[config.mk]
export PLATFORM = sky130hd
export DESIGN_NAME = mul_sequencer
export DESIGN_NICKNAME = d
export VERILOG_FILES = /design/src/rtl/mul_sequencer_pkg.sv /design/src/rtl/mul_sequencer_shift_add_unit.sv /design/src/rtl/mul_sequencer.sv
export SDC_FILE = /design/constraint.sdc
export NUM_CORES = 1
export LEC_CHECK = 0
export ABC_AREA = 0
export ABC_CLOCK_PERIOD_IN_PS = 4900
export BUFFER_PORTS_ARGS = -buffer_cell sky130_fd_sc_hd__buf_4
export CAP_MARGIN = 20
export CORE_MARGIN = 2
export CORE_UTILIZATION = 35
export DETAILED_ROUTE_END_ITERATION = 8
export PLACE_DENSITY = 0.56
export SLEW_MARGIN = 10
export SYNTH_ARGS = -nofsm -noshare
export SYNTH_HDL_FRONTEND = slang
export SYNTH_SLANG_ARGS = --single-unit
[constraint.sdc]
create_clock -name clk -period 4.9 [get_ports clk]
set_input_delay 0.245 -clock clk [delete_from_list [all_inputs] [get_ports clk]]
set_output_delay 0.245 -clock clk [all_outputs]
set_load 0.005 [all_outputs]
[src/rtl/mul_sequencer_pkg.sv]
// Shared constants for the multi-cycle multiplier sequencer: word width and FSM encodings.
package mul_sequencer_pkg;

  localparam int unsigned WORD_WIDTH = 32;

  typedef enum logic [1:0] {
    IDLE = 2'b00,
    BUSY = 2'b01,
    DONE = 2'b10
  } state_e;

endpackage

[src/rtl/mul_sequencer_shift_add_unit.sv]
// Shift-add datapath: accumulator plus shifting multiplicand/multiplier registers.
// MUL_EARLY_TERM_EN adds a flag indicating the multiplier is exhausted after this step.
module shift_add_unit #(
  parameter int unsigned WIDTH = 32
) (
  input  logic             clk,
  input  logic             rst,
  input  logic             load,
  input  logic             step,
  input  logic [WIDTH-1:0] mcand_in,
  input  logic [WIDTH-1:0] mplr_in,
`ifdef MUL_EARLY_TERM_EN
  output logic             rem_zero_c,
`endif
  output logic [WIDTH-1:0] acc
);

  logic [WIDTH-1:0] mcand;
  logic [WIDTH-1:0] mplr;

  // One multiplier bit consumed per step; overflow past WIDTH bits is discarded
  always_ff @(posedge clk or posedge rst) begin
    if (rst) begin
      acc   <= '0;
      mcand <= '0;
      mplr  <= '0;
    end else if (load) begin
      acc   <= '0;
      mcand <= mcand_in;
      mplr  <= mplr_in;
    end else if (step) begin
      if (mplr[0]) acc <= acc + mcand;
      mcand <= mcand << 1;
      mplr  <= mplr >> 1;
    end
  end

`ifdef MUL_EARLY_TERM_EN
  assign rem_zero_c = ((mplr >> 1) == '0);
`endif

endmodule

[src/rtl/mul_sequencer.sv]
// Multi-cycle MUL sequencer: stalls the pipeline while shift_add_unit iterates, then
// presents product and flags for one DONE cycle. MUL_EARLY_TERM_EN enables early completion.
module mul_sequencer
  import mul_sequencer_pkg::*;
#(
  parameter int unsigned WIDTH = WORD_WIDTH
) (
  input  logic             clk,
  input  logic             rst,
  input  logic             start,
  input  logic             flush,
  input  logic             S_in,
  input  logic [3:0]       Status_Register_in,
  input  logic [WIDTH-1:0] Val_Rn,
  input  logic [WIDTH-1:0] Val_Rm,
  output logic             stall,
  output logic             done,
  output logic [WIDTH-1:0] MUL_Res,
  output logic [3:0]       Status_Register_out
);

  localparam int unsigned CW = (WIDTH > 1) ? $clog2(WIDTH) : 1;

  state_e         state;
  state_e         state_nx;
  logic [CW-1:0]  cnt;
  logic           s_q;
  logic [3:0]     sr_q;
  logic           load;
  logic           step;
  logic           last_c;

`ifdef MUL_EARLY_TERM_EN
  logic rem_zero_c;
  assign last_c = (cnt == CW'(WIDTH - 1)) || rem_zero_c;
`else
  assign last_c = (cnt == CW'(WIDTH - 1));
`endif

  shift_add_unit #(.WIDTH(WIDTH)) u_shift_add (
    .clk        (clk),
    .rst        (rst),
    .load       (load),
    .step       (step),
    .mcand_in   (Val_Rn),
    .mplr_in    (Val_Rm),
`ifdef MUL_EARLY_TERM_EN
    .rem_zero_c (rem_zero_c),
`endif
    .acc        (MUL_Res)
  );

  always_ff @(posedge clk or posedge rst) begin
    if (rst) state <= IDLE;
    else     state <= state_nx;
  end

  // Next state and control; flush overrides everything, including the BUSY->DONE exit
  always_comb begin
    state_nx = state;
    load     = 1'b0;
    step     = 1'b0;
    stall    = 1'b0;
    done     = 1'b0;
    case (state)
      IDLE: if (start) begin
        state_nx = BUSY;
        load     = 1'b1;
        stall    = 1'b1;
      end
      BUSY: begin
        step  = 1'b1;
        stall = 1'b1;
        if (last_c) state_nx = DONE;
      end
      DONE: begin
        done     = 1'b1;
        state_nx = IDLE;
      end
      default: state_nx = IDLE;
    endcase
    if (flush) begin
      state_nx = IDLE;
      load     = 1'b0;
      step     = 1'b0;
      stall    = 1'b0;
      done     = 1'b0;
    end
  end

  // Iteration counter and flag-update context captured with the command
  always_ff @(posedge clk or posedge rst) begin
    if (rst) begin
      cnt  <= '0;
      s_q  <= 1'b0;
      sr_q <= '0;
    end else if (load) begin
      cnt  <= '0;
      s_q  <= S_in;
      sr_q <= Status_Register_in;
    end else if (step) begin
      cnt  <= cnt + CW'(1);
    end
  end

  // MUL only defines N and Z; C and V pass through from the captured flags
  assign Status_Register_out = s_q ? {MUL_Res[WIDTH-1], (MUL_Res == '0), sr_q[1], sr_q[0]}
                                   : sr_q;

endmodule

==> summary.md, run 1 <==
| Metric | Value |
|---|---|
| Status | `completed` |
| Crit Path Max Fanout | `54` |
| Clock root cell | `clkbuf_16` |
| Max_cap viols | `0` |
| Gr ovfl total | `0` |
| Post-synth top area cell | `dfrtp_1` |
| Psw | `1.284 mW` |
| Worst Clk Skew | `11.45 ps` |
| TritonCTS Sinks | `108` |
| Area of the multi-input gates | `3189 sq um` |
| Clock latency at the later pin of the worst-skew pair | `370 ps` |
| Vias in the first global route | `5277` |
| Worst slew pin tran | `977.9 ps` |
| Area growth syn-to-layout | `21.83%` |
| Top Ports | `111` |
| Synth Area in Adders | `0.07125` |
| Final-layout fill cell count | `1721` |
| Flop and latch count out of synthesis | `108` |
| Total Routing Usage GR | `0.1849` |
| Clock share of power | `0.237` |
| Die W | `135.8 microns` |
| Share of cells above drive strength 1 | `0.1899` |
| First-pass GRT wire length | `27.13 mm` |
| Post-CTS resize count | `0` |
| Die area | `18430 sq um` |
| Leakage | `3.680 nW` |
| Crit. End Element | `output pin` |
| Warnings from Yosys | `0` |
| Vias | `5303` |
| DR WL/cell | `16.18 microns` |
| Syn_nets | `788` |
| # DRC | `0` |
| Average via count per standard cell | `5.335` |
| Starting density of the core | `0.3550` |
| Inserted Diodes | `0` |
| Cts hold-fix bufs | `0` |
| Gate Count Post-Synth | `681` |
| Count of input and output buffers | `110` |
| Setup CP Type | `flop to output pin` |
| Synthesized area per cell | `8.922 sq um` |
| Worst Path Arrival | `2690 ps` |
| CTS tree | `done` |
| Num CTS Buffers | `9` |
| Mux cell area share after synthesis | `0.005148` |
| Int Pwr | `2.085 mW` |
| Sequential power share | `0.397` |
| Max Clk Rate | `340.7 MHz` |
| GPL Wtd Cong | `0.9335` |
| Switching Fraction | `0.3810` |
| Wirelength, routed | `16.08 mm` |
| Cell variety after synth | `58` |
| Detailed placement HPWL | `11.48 mm` |
| Area taken by flip-flops and latches | `2703 sq um` |
| Largest net degree at the start of global routing | `76` |
| Final Hold Fails | `0` |
| Combinational family with the most area after synthesis | `compound AO/OA/AOI/OAI gates` |
| RSZ-0062 raised after global routing | `no` |
| Startpoint Class | `flop` |
| Rel. slew slack | `0.3465` |
| Top FF cell, synth | `dfrtp_1` |
| H-tree levels | `3` |
| Number of setup buffers added after CTS | `0` |
| Crit path required time | `4660 ps` |
| Antenna viol nets, final | `0` |
| Register-to-register setup slack | `2060 ps` |
| PnR Total Power | `3.369 mW` |
| Pwr dens | `455.1 nW/um^2` |
| Hold WS | `48.66 ps` |
| Ranking of synthesized cells by area | `dfrtp_1, nand2_1, a22oi_1` |
| Iteration-0 DRC Markers | `290` |
| Max IR drop VDD | `198.6 uV` |
| EDFF count, synth | `0` |
| Clk buf depth | `2` |
| Most instantiated cells after synthesis | `nand2_1, dfrtp_1, a22oi_1` |
| Initial antenna violation count | `0` |
| Core area | `17120 sq um` |
| Xor and xnor area share after synthesis | `0.04325` |
| Row count | `48` |
| Tmin final | `2935 ps` |
| Post-Syn Area | `6076 sq um` |
| Post-synth ARST share | `1.000` |
| Post-synth top area share | `0.4448` |
| Min-Delay Path Class | `input pin to asynchronous set/reset pin` |
| Period utilization | `0.5990` |
| Chip height | `135.8 microns` |
| Count leader, synth | `nand2_1` |
| Initial DRT Pass Iterations | `5` |
| Fin. max-slew vios | `0` |
| Post-route setup TNS | `0 ps` |
| Nets@finish | `871` |
| Clock Pin Slew Worst Setup and Hold Paths | `90 ps` |
| Post-synthesis sequential area ratio | `0.4448` |
| Compound-Gate Fraction of Synth Area | `0.2049` |
| Comb pwr share | `0.366` |
| Post-Synth Simple-Gate Area | `0.1979` |
| Setup-failing EPs final | `0` |
-- cell families after synthesis --
logic type	count (synthesis)
xor+xnor	30
simple gates	270
compound gates	187
buf+inv	49
fa+ha+maj	34
mux	3
flops	108
-- metal layers --
layer	up-vias	global-route usage	wire, microns
met2	110	0.2957	7496
li1	2608	-	-
met3	13	0.03517	774
met1	2572	0.2528	7593
met4	0	0.06019	217
met5	-	0	0
-- area by class of cell --
| type | count | area share |
|---|---|---|
| flip-flops and latches | 108 | 0.3651 |
| clock buffers | 9 | 0.03043 |
| inverters | 6 | 0.003381 |
| repair buffers | 115 | 0.1183 |
| multi-input cells | 524 | 0.4309 |
| well taps | 225 | 0.03803 |
| clock inverters | 7 | 0.01386 |
-- state kept, by name, indices dropped and copies added, names as in the netlist --
register / cells
cnt: 5
sr_q: 4
u_shift_add.mplr: 32
state: 2
u_shift_add.mcand: 32
u_shift_add.acc: 32
s_q: 1
-- final timing paths --
kind                            depth (start not counted)                           endpoint                           start
max in group asynchronous                               3  u_shift_add.mcand[15]$_DFFE_PP0P_                             rst
min in group clk                                        3                sr_q[3]$_DFFE_PP0P_           Status_Register_in[3]
worst max register to register                          9    u_shift_add.acc[31]$_DFFE_PP0P_  u_shift_add.acc[3]$_DFFE_PP0P_
worst max-delay path                                    6                              stall            state[1]$_DFFE_PP0P_
worst min-delay path                                    2   u_shift_add.mplr[11]$_DFFE_PP0P_                             rst
worst min register to register                          2                sr_q[3]$_DFFE_PP0P_             sr_q[3]$_DFFE_PP0P_
-- power by group through the flow --
stage / logic, mW / clock network, mW / registers (mW)
floorplan: 0.866 / 0 / 1.28
CTS: 1.24 / 0.821 / 1.34
finish: 1.23 / 0.799 / 1.34
global route: 1.40 / 0.862 / 1.37
detailed placement: 1.24 / 0 / 1.35
global placement: 1.22 / 0 / 1.34
-- worst max-delay path, stage by stage (launching register included) --
cell and delay, ps:
dfrtp_1 400, nor2_1 100, and2_2 320, buf_4 320, nor2_4 850, inv_1 90, buf_4 170
-- through the flow --
stage	cells	cell area [sq um]	util	setup WS, ps
floorplan	681	6076	-	1809
global placement	977	7054	0.4121	2131
detailed placement	977	7054	0.4121	2090
CTS	993	7382	0.4313	1916
global route	994	7402	0.4325	1653
finish	994	7402	0.4325	1965
-- cells in the final DEF (no fill, tap or decap), types with 17 or more instances in the layout --
| cell | count |
|---|---|
| a21oi_1 | 32 |
| a22oi_1 | 63 |
| buf_4 | 114 |
| dfrtp_1 | 108 |
| ha_1 | 33 |
| nand2_1 | 169 |
| nand3_1 | 36 |
| nor2_1 | 20 |
| o21ai_0 | 37 |
| xnor2_1 | 17 |
Note: power is estimated with default switching activity, not from simulation.
==> run 2, diff against run 1 <==
--- a/config.mk
+++ b/config.mk
@@ -6,7 +6,7 @@
 export NUM_CORES = 1
 export LEC_CHECK = 0
 export ABC_AREA = 0
-export ABC_CLOCK_PERIOD_IN_PS = 4900
+export ABC_CLOCK_PERIOD_IN_PS = 3100
 export BUFFER_PORTS_ARGS = -buffer_cell sky130_fd_sc_hd__buf_4
 export CAP_MARGIN = 20
 export CORE_MARGIN = 2
==> constraint.sdc (replaced) <==
create_clock -name clk -period 3.1 [get_ports clk]
set_input_delay 0.155 -clock clk [delete_from_list [all_inputs] [get_ports clk]]
set_output_delay 0.155 -clock clk [all_outputs]
set_load 0.005 [all_outputs]
==> summary.md, run 2 (synthesis results as in run 1) <==
| Metric | Value |
|---|---|
| Status | `completed` |
| Leading cell type in the layout, fill and taps excluded | `nand2_1` |
| Vias in the first global route | `5482 (+3.9%)` |
| Starting density of the core | `0.3550 (unchanged)` |
| Post-CTS resize count | `0 (unchanged)` |
| Antenna viol nets, final | `0 (unchanged)` |
| Total Routing Usage GR | `0.1859 (+0.001019)` |
| Largest regs | `u_shift_add.acc: 32 flops, u_shift_add.mcand: 32 flops, u_shift_add.mplr: 32 flops` |
| Fin. max-slew vios | `0 (unchanged)` |
| Worst slew pin tran | `834.9 ps (-143.0 ps)` |
| Max_cap viols | `0 (unchanged)` |
| Die W | `135.8 microns (unchanged)` |
| GPL Wtd Cong | `0.9163 (-1.8%)` |
| Period utilization | `0.9080` |
| Initial DRT Pass Iterations | `5 (unchanged)` |
| CP delay by family, top | `compound AO/OA/AOI/OAI gates` |
| WL met2 | `7.734 mm (+3.2%)` |
| Post-route setup TNS | `0 ps (unchanged)` |
| Crit-path cells | `ha_1 -> nand2_1 -> o31ai_2 -> o21bai_1 -> a21oi_1 -> a21oi_1 -> or4_1 -> nand3_1 -> mux2i_1` |
| Wirelength, routed | `16.46 mm (+2.3%)` |
| Num CTS Buffers | `9 (unchanged)` |
| Critical path's largest stage delay | `490 ps (-360 ps)` |
| Number of setup buffers added after CTS | `0 (unchanged)` |
| Cell area after layout | `7866 sq um (+6.3%)` |
| Core area | `17120 sq um (unchanged)` |
| DR WL/cell | `15.73 microns (-2.7%)` |
| Vias | `5438 (+2.5%)` |
| PnR Total Power | `5.296 mW (+57%)` |
| Clock latency at the later pin of the worst-skew pair | `360 ps (about the same)` |
| Average via count per standard cell | `5.199 (-2.6%)` |
| Crit Path Max Fanout | `4 (-93%)` |
| TritonCTS Sinks | `108 (unchanged)` |
| Max IR drop VDD | `335.0 uV (+69%)` |
| Share of cells above drive strength 1 | `0.1851 (-0.004717)` |
| Max Clk Rate | `355.3 MHz` |
| First-pass GRT wire length | `27.25 mm (+0.43%)` |
| Crit. End Element | `flop` |
| Top Ports | `111 (unchanged)` |
| Fin util | `0.4596 (+0.02712)` |
| DP Area | `7107 sq um (+0.74%)` |
| # DRC | `0 (unchanged)` |
| DP Worst Slack | `309.9 ps (-1780 ps)` |
| Tmin final | `2815 ps` |
| Most frequent cells in the layout | `nand2_1, buf_4, dfrtp_1` |
| # placed instances | `984 (+0.72%)` |
| Rel. slew slack | `0.4434 (+0.09690)` |
| RSZ-0062 raised after global routing | `no` |
| Inserted Diodes | `0 (unchanged)` |
| Setup CP Type | `flop to flop` |
| Min-Delay Path Class | `input pin to flop` |
| Area growth syn-to-layout | `29.47%` |
| Wire length on met3 | `866 microns (+12%)` |
| Clock root cell | `clkbuf_16` |
| H-tree levels | `3 (unchanged)` |
| Initial antenna violation count | `0 (unchanged)` |
| Worst Clk Skew | `13.45 ps (+1.999 ps)` |
| Metal-1 WL | `7.603 mm (+0.13%)` |
| Final worst slack | `285.1 ps (-1680 ps)` |
| Gr ovfl total | `0 (unchanged)` |
| Clock Pin Slew Worst Setup and Hold Paths | `80 ps (about the same)` |
| Chip height | `135.8 microns (unchanged)` |
| Pwr dens | `673.3 nW/um^2 (+48%)` |
| Final-layout fill cell count | `1686 (-2.0%)` |
| Nets@finish | `923 (+6.0%)` |
| Clk buf depth | `2 (unchanged)` |
| Leakage | `3.882 nW (+5.5%)` |
| Detailed placement HPWL | `11.90 mm (+3.7%)` |
| CTS tree | `done` |
| Setup-failing EPs final | `0 (unchanged)` |
| Non-Filler Instances | `1046 (+5.2%)` |
| Die area | `18430 sq um (unchanged)` |
| Worst path slowest cell | `or4_1` |
| Final Hold Fails | `0 (unchanged)` |
| Row count | `48 (unchanged)` |
| Worst Path Arrival | `3110 ps (+420 ps)` |
| Count of input and output buffers | `110 (unchanged)` |
| CP dominant cell by count | `a21oi_1` |
| Largest net degree at the start of global routing | `76 (unchanged)` |
| Top Metal Used | `met4` |
| Crit path required time | `3390 ps (-1270 ps)` |
| Startpoint Class | `flop` |
| Hold WS | `12.97 ps (-35.69 ps)` |
| CP Buf/Inv Count | `0 (-3)` |
| Iteration-0 DRC Markers | `279 (-3.8%)` |
run 2: final timing paths:
path / start / to / slack (ps) / depth (start not counted)
worst max register to register: u_shift_add.acc[3]$_DFFE_PP0P_ / u_shift_add.acc[31]$_DFFE_PP0P_ / 290 / 9
max in group asynchronous: rst / u_shift_add.mplr[16]$_DFFE_PP0P_ / 1910 / 4
min in group asynchronous: rst / u_shift_add.mplr[8]$_DFFE_PP0P_ / 420 / 3
worst max-delay path: u_shift_add.acc[3]$_DFFE_PP0P_ / u_shift_add.acc[31]$_DFFE_PP0P_ / 290 / 9
worst min register to register: sr_q[3]$_DFFE_PP0P_ / sr_q[3]$_DFFE_PP0P_ / 470 / 2
worst min-delay path: Val_Rn[26] / u_shift_add.mcand[26]$_DFFE_PP0P_ / 10 / 3
run 2: layout make-up:
| class | count | area [sq um] | area share |
|---|---|---|---|
| Tap cell | 225 | 281.5 | 0.03579 |
| Clock buffer | 9 | 225.2 | 0.02863 |
| Timing Repair Buffer | 167 | 1369 | 0.1740 |
| Inverter | 6 | 25.02 | 0.003181 |
| Multi-Input combinational cell | 524 | 3189 | 0.4054 |
| Sequential cell | 108 | 2703 | 0.3436 |
| Clock inverter | 7 | 73.82 | 0.009384 |
run 2: where the power goes:
group          total [mW]  switching (mW)  internal (mW)
logic                2.02            1.09          0.922
clock network        1.17           0.594          0.575
registers            2.11           0.350           1.76
total                5.30            2.04           3.26
run 2: routing by layer:
metal / track usage / vias up
met5: 0 / -
met4: 0.05382 / 0
met2: 0.3075 / 107
met1: 0.2438 / 2612
met3: 0.04302 / 16
li1: - / 2703
run 2: what timing repair did:
action | 4_1_cts | 5_1_grt
hold buffers | 46 | 0
endpoints found under the setup margin | 0 | 0
hold endpoints to repair | 89 | 0
run 2: worst reg2reg max path, stage by stage, from the launching register on:
cell and delay [ps]:
dfrtp_1 430, ha_1 350, nand2_1 110, o31ai_2 390, o21bai_1 150, a21oi_1 390, a21oi_1 140, or4_1 490
nand3_1 120, mux2i_1 180
